`src/rtl/fifo_rd_stream.sv`:
```
// fifo_rd_stream: drains a registered-read sync FIFO into a valid/ready
// stream with packet framing. A 2-entry skid buffer absorbs the FIFO's
// one-cycle read latency so the stream runs at one beat per cycle.
//
// Ports:
//   clk       clock, all logic on posedge
//   rstn      synchronous reset, active-high (1 = reset)
//   i_en      drain enable; dropping it requests a graceful stop
//   i_empty   FIFO empty flag
//   o_rden    FIFO read enable (combinational)
//   i_rddata  FIFO read data, valid the cycle after o_rden
//   o_valid   stream valid
//   i_ready   stream ready
//   o_data    stream data (skid buffer head)
//   o_last    final beat of a packet, qualified by o_valid
//   o_busy    high while running or draining
// Optional (macro FIFO_RD_STREAM_PKTCNT_EN):
//   o_pkt_cnt   completed packet count, wraps
//   o_underrun  sticky: consumer ready, nothing to give, FIFO empty
module fifo_rd_stream #(
  parameter int WIDTH   = 128,
  parameter int PKT_LEN = 16,
  parameter int CNT_W   = 16
) (
  input  logic             clk,
  input  logic             rstn,
  input  logic             i_en,
  input  logic             i_empty,
  output logic             o_rden,
  input  logic [WIDTH-1:0] i_rddata,
  output logic             o_valid,
  input  logic             i_ready,
  output logic [WIDTH-1:0] o_data,
  output logic             o_last,
`ifdef FIFO_RD_STREAM_PKTCNT_EN
  output logic [CNT_W-1:0] o_pkt_cnt,
  output logic             o_underrun,
`endif
  output logic             o_busy
);

  typedef enum logic [1:0] {
    IDLE,
    RUN,
    DRAIN
  } state_e;

  state_e           state_q;
  logic [WIDTH-1:0] mem_q [2];
  logic             rd_ptr_q;
  logic             wr_ptr_q;
  logic [1:0]       occ_q;
  logic             inflight_q;
  logic [CNT_W-1:0] beat_q;

  logic             pop;
  logic [2:0]       occ_nxt;
  logic [1:0]       occ_d;
  logic             is_last;

  // The word returning from the FIFO is visible the same cycle it is
  // captured, so an empty buffer adds no latency.
  assign o_valid = (occ_q != 2'd0) | inflight_q;
  assign o_data  = (occ_q != 2'd0) ? mem_q[rd_ptr_q]
                 : (inflight_q ? i_rddata : '0);
  assign pop     = o_valid & i_ready;

  // Occupancy after this edge, before any new read returns.
  assign occ_nxt = {1'b0, occ_q}
                 + {2'b0, inflight_q}
                 - {2'b0, pop};
  assign occ_d   = occ_nxt[1:0];

  // Only issue if the returning word is guaranteed a free slot.
  assign o_rden  = ~rstn
                 & (state_q == RUN)
                 & i_en
                 & ~i_empty
                 & (occ_nxt < 3'd2);

  assign is_last = (beat_q == CNT_W'(PKT_LEN - 1));
  assign o_last  = o_valid & is_last;
  assign o_busy  = (state_q != IDLE);

`ifdef FIFO_RD_STREAM_PKTCNT_EN
  logic [CNT_W-1:0] pkt_q;
  logic             und_q;
  assign o_pkt_cnt  = pkt_q;
  assign o_underrun = und_q;
`endif

  // Storage only; with occ==0 the tail and head coincide, so a
  // capture-and-pop writes a slot that is immediately released.
  always_ff @(posedge clk) begin
    if (!rstn && inflight_q) begin
      mem_q[wr_ptr_q] <= i_rddata;
    end
  end

  always_ff @(posedge clk) begin
    if (rstn) begin
      state_q    <= IDLE;
      rd_ptr_q   <= 1'b0;
      wr_ptr_q   <= 1'b0;
      occ_q      <= 2'd0;
      inflight_q <= 1'b0;
      beat_q     <= '0;
`ifdef FIFO_RD_STREAM_PKTCNT_EN
      pkt_q      <= '0;
      und_q      <= 1'b0;
`endif
    end else begin
      unique case (state_q)
        IDLE: begin
          if (i_en) state_q <= RUN;
        end
        RUN: begin
          if (!i_en) state_q <= DRAIN;
        end
        DRAIN: begin
          if (i_en) begin
            state_q <= RUN;
          end else if (occ_d == 2'd0 && !o_rden) begin
            state_q <= IDLE;
          end
        end
        default: state_q <= IDLE;
      endcase

      occ_q      <= occ_d;
      inflight_q <= o_rden;
      if (inflight_q) wr_ptr_q <= ~wr_ptr_q;
      if (pop)        rd_ptr_q <= ~rd_ptr_q;

      if (pop) begin
        beat_q <= is_last ? '0 : beat_q + 1'b1;
      end

`ifdef FIFO_RD_STREAM_PKTCNT_EN
      if (pop && is_last) pkt_q <= pkt_q + 1'b1;
      if (state_q == RUN && !o_valid && i_ready && i_empty) begin
        und_q <= 1'b1;
      end
`endif
    end
  end

endmodule

```
`config.mk`:
```
export PLATFORM = sky130hd
export DESIGN_NAME = fifo_rd_stream
export DESIGN_NICKNAME = d
export VERILOG_FILES = /design/src/rtl/fifo_rd_stream.sv
export SDC_FILE = /design/constraint.sdc
export NUM_CORES = 1
export LEC_CHECK = 0
export ABC_AREA = 1
export CAP_MARGIN = 10
export CORE_MARGIN = 2
export CORE_UTILIZATION = 43
export CTS_CLUSTER_SIZE = 8
export DETAILED_ROUTE_END_ITERATION = 10
export PLACE_DENSITY = 0.7
export SYNTH_ARGS = -nofsm -noshare
export SYNTH_HDL_FRONTEND = slang
export SYNTH_SLANG_ARGS = --single-unit
```
`constraint.sdc`:
```
create_clock -name clk -period 15.4 [get_ports clk]
set_clock_uncertainty 0.1 [all_clocks]
set_input_delay 3.08 -clock clk [delete_from_list [all_inputs] [get_ports clk]]
set_output_delay 3.08 -clock clk [all_outputs]
set_load 0.01 [all_outputs]
```
Yosys cells after proc, flatten, opt, wreduce, memory -nomap -nowiden:

Memories as Yosys holds them, arrays and structs flattened. A register that Yosys moved wholly into a read port is not among the register bits.
Cells that the tools add are included.

* reduce and logical (&&, ||, !) cells: 9
* div/mod/pow operators: 0
* equal/unequal tests: 6
* bitwise gates (word level): 11
* order comparisons: 1
* muxes and demuxes: 12
* shift operators: 0
* $mul: 0
* $add $sub $neg: 3

Operator list (count)
* 128-bit two-way mux: 2
* 16-bit by 1-bit adder with 16-bit output, second input constant: 1
* 16-bit by 4-bit == test with 1-bit output, second input constant: 1
* 16-bit two-way mux: 1
* 2-bit two-way mux: 4
* 1-bit AND: 6
* 2-bit one-hot mux with 3 select lines: 1
* 2-bit logical NOT: 2
* 1-bit two-way mux: 4
* 2-bit inequality test, second input constant: 2
* 1-bit NOT: 4
* 2-bit nonzero test: 2
* 2-bit by 1-bit adder with 3-bit output: 1
* 3-bit by 2-bit less-than comparator with 1-bit output, second input constant: 1
* 3-bit inequality test, second input constant: 1
* 3-bit AND reduction: 1
* 3-bit by 1-bit subtractor with 3-bit output: 1
* 2-bit by 1-bit == test with 1-bit output, second input constant: 1
* 2-bit == test, second input constant: 1
* 1-bit logical AND: 2
* 1-bit logical NOT: 2
* 1-bit bitwise OR: 1

* bits in read-only memories: 0
* memories kept: 1
* output and inout port bits: 132
* logic and storage cells: 49
* bits in registers: 23
* input bits: 133
* bits in latches: 0
* memory bits (writable): 256

Memory list
* mem_q: words 2, bits a word 128, read ports 1, clocked after memory_dff 1, write ports 1, RTL line 49 `logic [WIDTH-1:0] mem_q [2];`

Longest topological paths before layout:

* depth in word-level cells: 11
* mapped depth: 10
* mapped depth without buffers: 10

Least setup slack after synthesis:

No wires, ideal clock.

* path type: input to register
* start: input rstn
* end: memory mem_q[1][0] (enable)
* data arrival time: 11906 ps
* required time: 14528 ps
* stages on the path: 2
* slack: 2622 ps
* cells stage by stage: buf_2 -> nor3_1

* longest elaborated chain between the ends: 4

Ends and longest elaborated chain
* start, declared: RTL line 26 `input logic rstn,`
* 1-bit logical NOT: RTL line 95 `if (!rstn && inflight_q) begin`
* 1-bit logical AND: RTL line 95
* 1-bit two-way mux: RTL line 95
* 1-bit two-way mux (implied by the code): RTL line 96 `mem_q[wr_ptr_q] <= i_rddata;`
* end, declared: RTL line 49

No other way between the ends.

Final worst setup path:

* start: input i_ready
* end: output o_rden

* longest elaborated chain between the ends: 4

Ends and longest elaborated chain
* start, declared: RTL line 32 `input logic i_ready,`
* 1-bit AND: RTL line 66 `assign pop = o_valid & i_ready;`
* via pop: RTL line 56 `logic pop;`
* 3-bit by 1-bit subtractor with 3-bit output: RTL line 71 `- {2'b0, pop};`
* 3-bit by 2-bit less-than comparator with 1-bit output: RTL line 79 `& (occ_nxt < 3'd2);`
* 1-bit AND: RTL line 79
* end, declared: RTL line 29 `output logic o_rden,`

The timed path passes the listed nets, and every way through them passes these cells.

==> out/results.md <==
| Group | Result | Value |
|:---|:---|:---|
| outcome | Run status | finished clean |
| cells and area | Commonest non-fill, non-tap cells in the layout | 290 x sky130_fd_sc_hd__nor2_1, 264 x sky130_fd_sc_hd__clkdlybuf4s50_1, 256 x sky130_fd_sc_hd__edfxtp_1 |
| sta | Worst hold slack across all endpoints | 0.3572 ns |
| synth | Count of flip-flops with a built-in enable after synthesis | 256 |
| critical path | Depth of the worst register-to-register path | 4 |
| hold path | Worst hold path class | flip-flop to flip-flop |
| clock tree | Inserted Clock Buffers | 40 |
| critical path | Cell class contributing the biggest share of worst-path delay | buffers and inverters |
| synth | Unique cell type count in the Yosys netlist | 33 |
| global routing | Global routing usage summed across all routing layers | 19.79% |
| placed design | Gp weighted congestion | 0.7797 |
| clock tree | Cts hold-fix bufs | 0 |
| clock tree | Clock tree root driver cell | sky130_fd_sc_hd__clkbuf_16 |
| sta | Top achievable clock speed | 113.0 MHz |
| detailed routing | Routed wire length per instance | 18.12 µm |
| sta | Crit path time final | 8.852 ns |
| power and ir drop | IR drop worst, VDD | 0.0001677 V |
| synth | Post-Synthesis Cell Area | 11860 µm² |
| clock tree | Resized cells post-CTS | 0 |
| sta | Final setup violation count | 0 |
| detailed routing | Drt initial violations | 628 |
| synth | Syn Inst Count | 1019 |
| clock tree | Later-pin clock latency in the skew report | 0.50 ns |
| detailed routing | Detailed-route wire length | 29250 µm |
| sta | Max Slew Vio Count | 0 |
| critical path | Worst setup slack for register-to-register paths | 12.07 ns |
| critical path | Critical register-to-register path startpoint | inflight_q$_SDFF_PP0_ |
| die | Chip Height | 170.1 µm |
| placed design | Detailed Place HPWL | 17010 µm |
| global routing | Global route overflow | 0 |
| critical path | Largest fanout of any net on the critical path | 9 |
| die | I/O pin count | 265 |
| global routing | Pin count of the biggest net entering global routing | 129 |
| cells and area | Layout Cell Area excl Fill | 15770 µm² |
| critical path | Peak per-stage delay on the critical path | 0.59 ns |
| synth | Post-synth top flop | sky130_fd_sc_hd__edfxtp_1 |
| critical path | Arr. time, crit path | 5.67 ns |
| clock tree | Clk slew on worst S/H paths | 0.05 ns |
| sta | Tcrit/Tclk final | 57.48% |
| cells and area | Share of post-route cells with drive strength above 1 | 5.433% |
| hold path | Source of the worst hold timing path | rd_ptr_q$_SDFFE_PP0P_ |
| global routing | Antenna violations before repair | 3 |
| synth | Sequential fraction of the synthesis area | 68.87% |
| cells and area | Most frequent standard cell in the layout excluding fill and tap cells | sky130_fd_sc_hd__nor2_1 |
| sta | Transition time at the pin with the least slew margin | 1.137 ns |
| placed design | Port buffer count | 264 |
| clock tree | Number of buffers between clock root and the deepest sink | 3 |
| die | DIE AREA | 28930 µm² |
| detailed routing | Detailed Routing Iterations Pass 1 | 5 |
| critical path | Data required time of the worst path | 12.22 ns |
| synth | Number of synthesized register bits | 280 |
| critical path | Cells along the critical path | clkdlybuf4s50_1 -> nand2_8 -> inv_4 -> ha_1 -> inv_1 -> ha_1 -> fa_1 -> xnor2_1 -> nor4_1 -> clkdlybuf4s50_1 |
| synth | Warnings from Yosys | 0 |
| sta | Unrepaired setup endpoints after global routing | false |
| sta | Post-Route Setup TNS | 0 ns |
| detailed routing | Number of vias in the routed layout | 8777 |
| clock tree | Total number of clock tree sinks | 280 |
| die | Die outline width | 170.1 µm |
| global routing | Number of global-route vias before repair | 8695 |
| critical path | Critical path type | input pin to output port |
| critical path | Worst path slowest cell | sky130_fd_sc_hd__clkdlybuf4s50_1 |
| sta | Final hold violation count | 0 |
| sta | Slew margin rel. | 24.17% |
| cells and area | Syn-to-layout area delta | 32.98% |
| synth | Synthesized area divided by synthesized cell count | 11.64 µm² |
| flow run | Max Cap Violations | 0 |
| critical path | R2r endpoint | mem_q[0][15]$_DFFE_PP_ |
| critical path | Buffers plus inverters on the worst setup path | 4 |
| power and ir drop | Areal power density over the cells | 149.7 nW/µm² |
| synth | Number of nets in the synthesized netlist | 1156 |
| clock tree | Clock tree from TritonCTS | built |
| critical path | CP endpoint kind | output port |
| synth | FFs w/ async S/R, synth | 0% |
| critical path | Setup crit start kind | input pin |
| hold path | Hold path cells | 1 |
| hold path | Hold endpoint | rd_ptr_q$_SDFFE_PP0P_ |
| power and ir drop | Static leakage power | 0.005288 µW |
| clock tree | CTS HTree Levels | 2 |
| placed design | Post-Place Cell Area | 14690 µm² |
| detailed routing | Vias per inst | 5.438 |
| die | Area of the core | 27030 µm² |
| clock tree | Post-CTS setup-driven buffer insertion count | 0 |
| global routing | First-pass GRT wire length | 45600 µm |
| die | Initial standard-cell utilization of the core | 43.88% |
| cells and area | Net count, final | 1399 |
| die | Total number of placement rows | 60 |
| detailed routing | DRC errors left | 0 |
| detailed routing | Final ANT Viol Nets | 0 |
## cells in the mapped netlist, types with 2 or more instances
master | n | area share [%]
sky130_fd_sc_hd__ha_1 | 3 | 0.32
sky130_fd_sc_hd__buf_1 | 6 | 0.19
sky130_fd_sc_hd__nor3_1 | 3 | 0.13
sky130_fd_sc_hd__clkbuf_1 | 22 | 0.70
sky130_fd_sc_hd__buf_2 | 43 | 1.8
sky130_fd_sc_hd__nor2_1 | 291 | 9.2
sky130_fd_sc_hd__dfxtp_1 | 24 | 4.1
sky130_fd_sc_hd__nor2_4 | 3 | 0.28
sky130_fd_sc_hd__a21oi_1 | 10 | 0.42
sky130_fd_sc_hd__xor2_1 | 2 | 0.15
sky130_fd_sc_hd__nand4_1 | 4 | 0.21
sky130_fd_sc_hd__inv_1 | 25 | 0.79
sky130_fd_sc_hd__nor4_1 | 2 | 0.11
sky130_fd_sc_hd__nand2_1 | 29 | 0.92
sky130_fd_sc_hd__o21ai_0 | 4 | 0.17
sky130_fd_sc_hd__edfxtp_1 | 256 | 65
sky130_fd_sc_hd__o31ai_1 | 128 | 8.1
sky130_fd_sc_hd__nand3_1 | 147 | 6.2
sky130_fd_sc_hd__xnor2_1 | 3 | 0.22
## worst max-delay path by stage
stage	start	endpoint	slack, ns	depth (start not counted)
global placement	i_ready	o_rden	6.54	10
CTS	i_ready	o_rden	6.54	10
detailed placement	i_ready	o_rden	6.56	10
finish	i_ready	o_rden	6.55	10
global route	i_ready	o_rden	6.43	10
floorplan	rstn	mem_q[1][0]$_DFFE_PP_	2.62	2
## cell type report
cell class	instances	area, µm²
timing repair buffer	273	2710
fill	2199	11250
sequential	280	8175
multi-input combinational	640	3273
inverter	27	108.9
antenna	3	7.507
clock buffer	48	1052
tap	341	426.7
clock inverter	2	17.52
## where the power goes
group	switching (µW)	internal (µW)
clock	287	472
combinational	402	338
sequential	20.4	843
total	709	1650
## sequential cells by signal (all words and copies together), names as in the netlist, named ones only
name	count
beat_q	16
inflight_q	1
mem_q	256
occ_q	2
rd_ptr_q	1
state_q	2
wr_ptr_q	1
## worst reg2reg max path, cell delays in order, from the launching register on
cell	delay, ns
sky130_fd_sc_hd__dfxtp_4	0.84
sky130_fd_sc_hd__buf_4	0.85
sky130_fd_sc_hd__nand2_1	0.24
sky130_fd_sc_hd__nor2_4	0.13
sky130_fd_sc_hd__buf_4	0.74
## logic make-up (layout without fill, tap and decap cells)
family	Yosys count	count (layout)	share of synthesized area (%)
other	0	3	0
adder cells (fa/ha/maj)	4	4	0.4853
XOR/XNOR	5	5	0.3693
AO/OA/AOI/OAI	144	144	8.830
flip-flops	280	280	68.87
AND/OR/NAND/NOR	487	487	17.81
buffers and inverters	99	350	3.640
## metal layers
metal	up-vias	share of wire [%]	global-route usage, %
met1	4231	43	26.08
met3	50	7.4	5.000
met2	306	48	32.15
met4	0	2.4	6.540
met5	-	0	0
li1	4190	-	-
## stage by stage
stage / setup slack [ns] / utilization, % / total power [µW] / instances
after floorplan: 2.622 / - / 1256 / 1019
after global placement: 6.543 / 54.37 / 1616 / 1561
after detailed placement: 6.560 / 54.37 / 1623 / 1561
after CTS: 6.541 / 58.33 / 2391 / 1611
after global routing: 6.434 / 58.36 / 2472 / 1614
final: 6.548 / 58.36 / 2362 / 1614
Power figures use the tool's default switching activity.
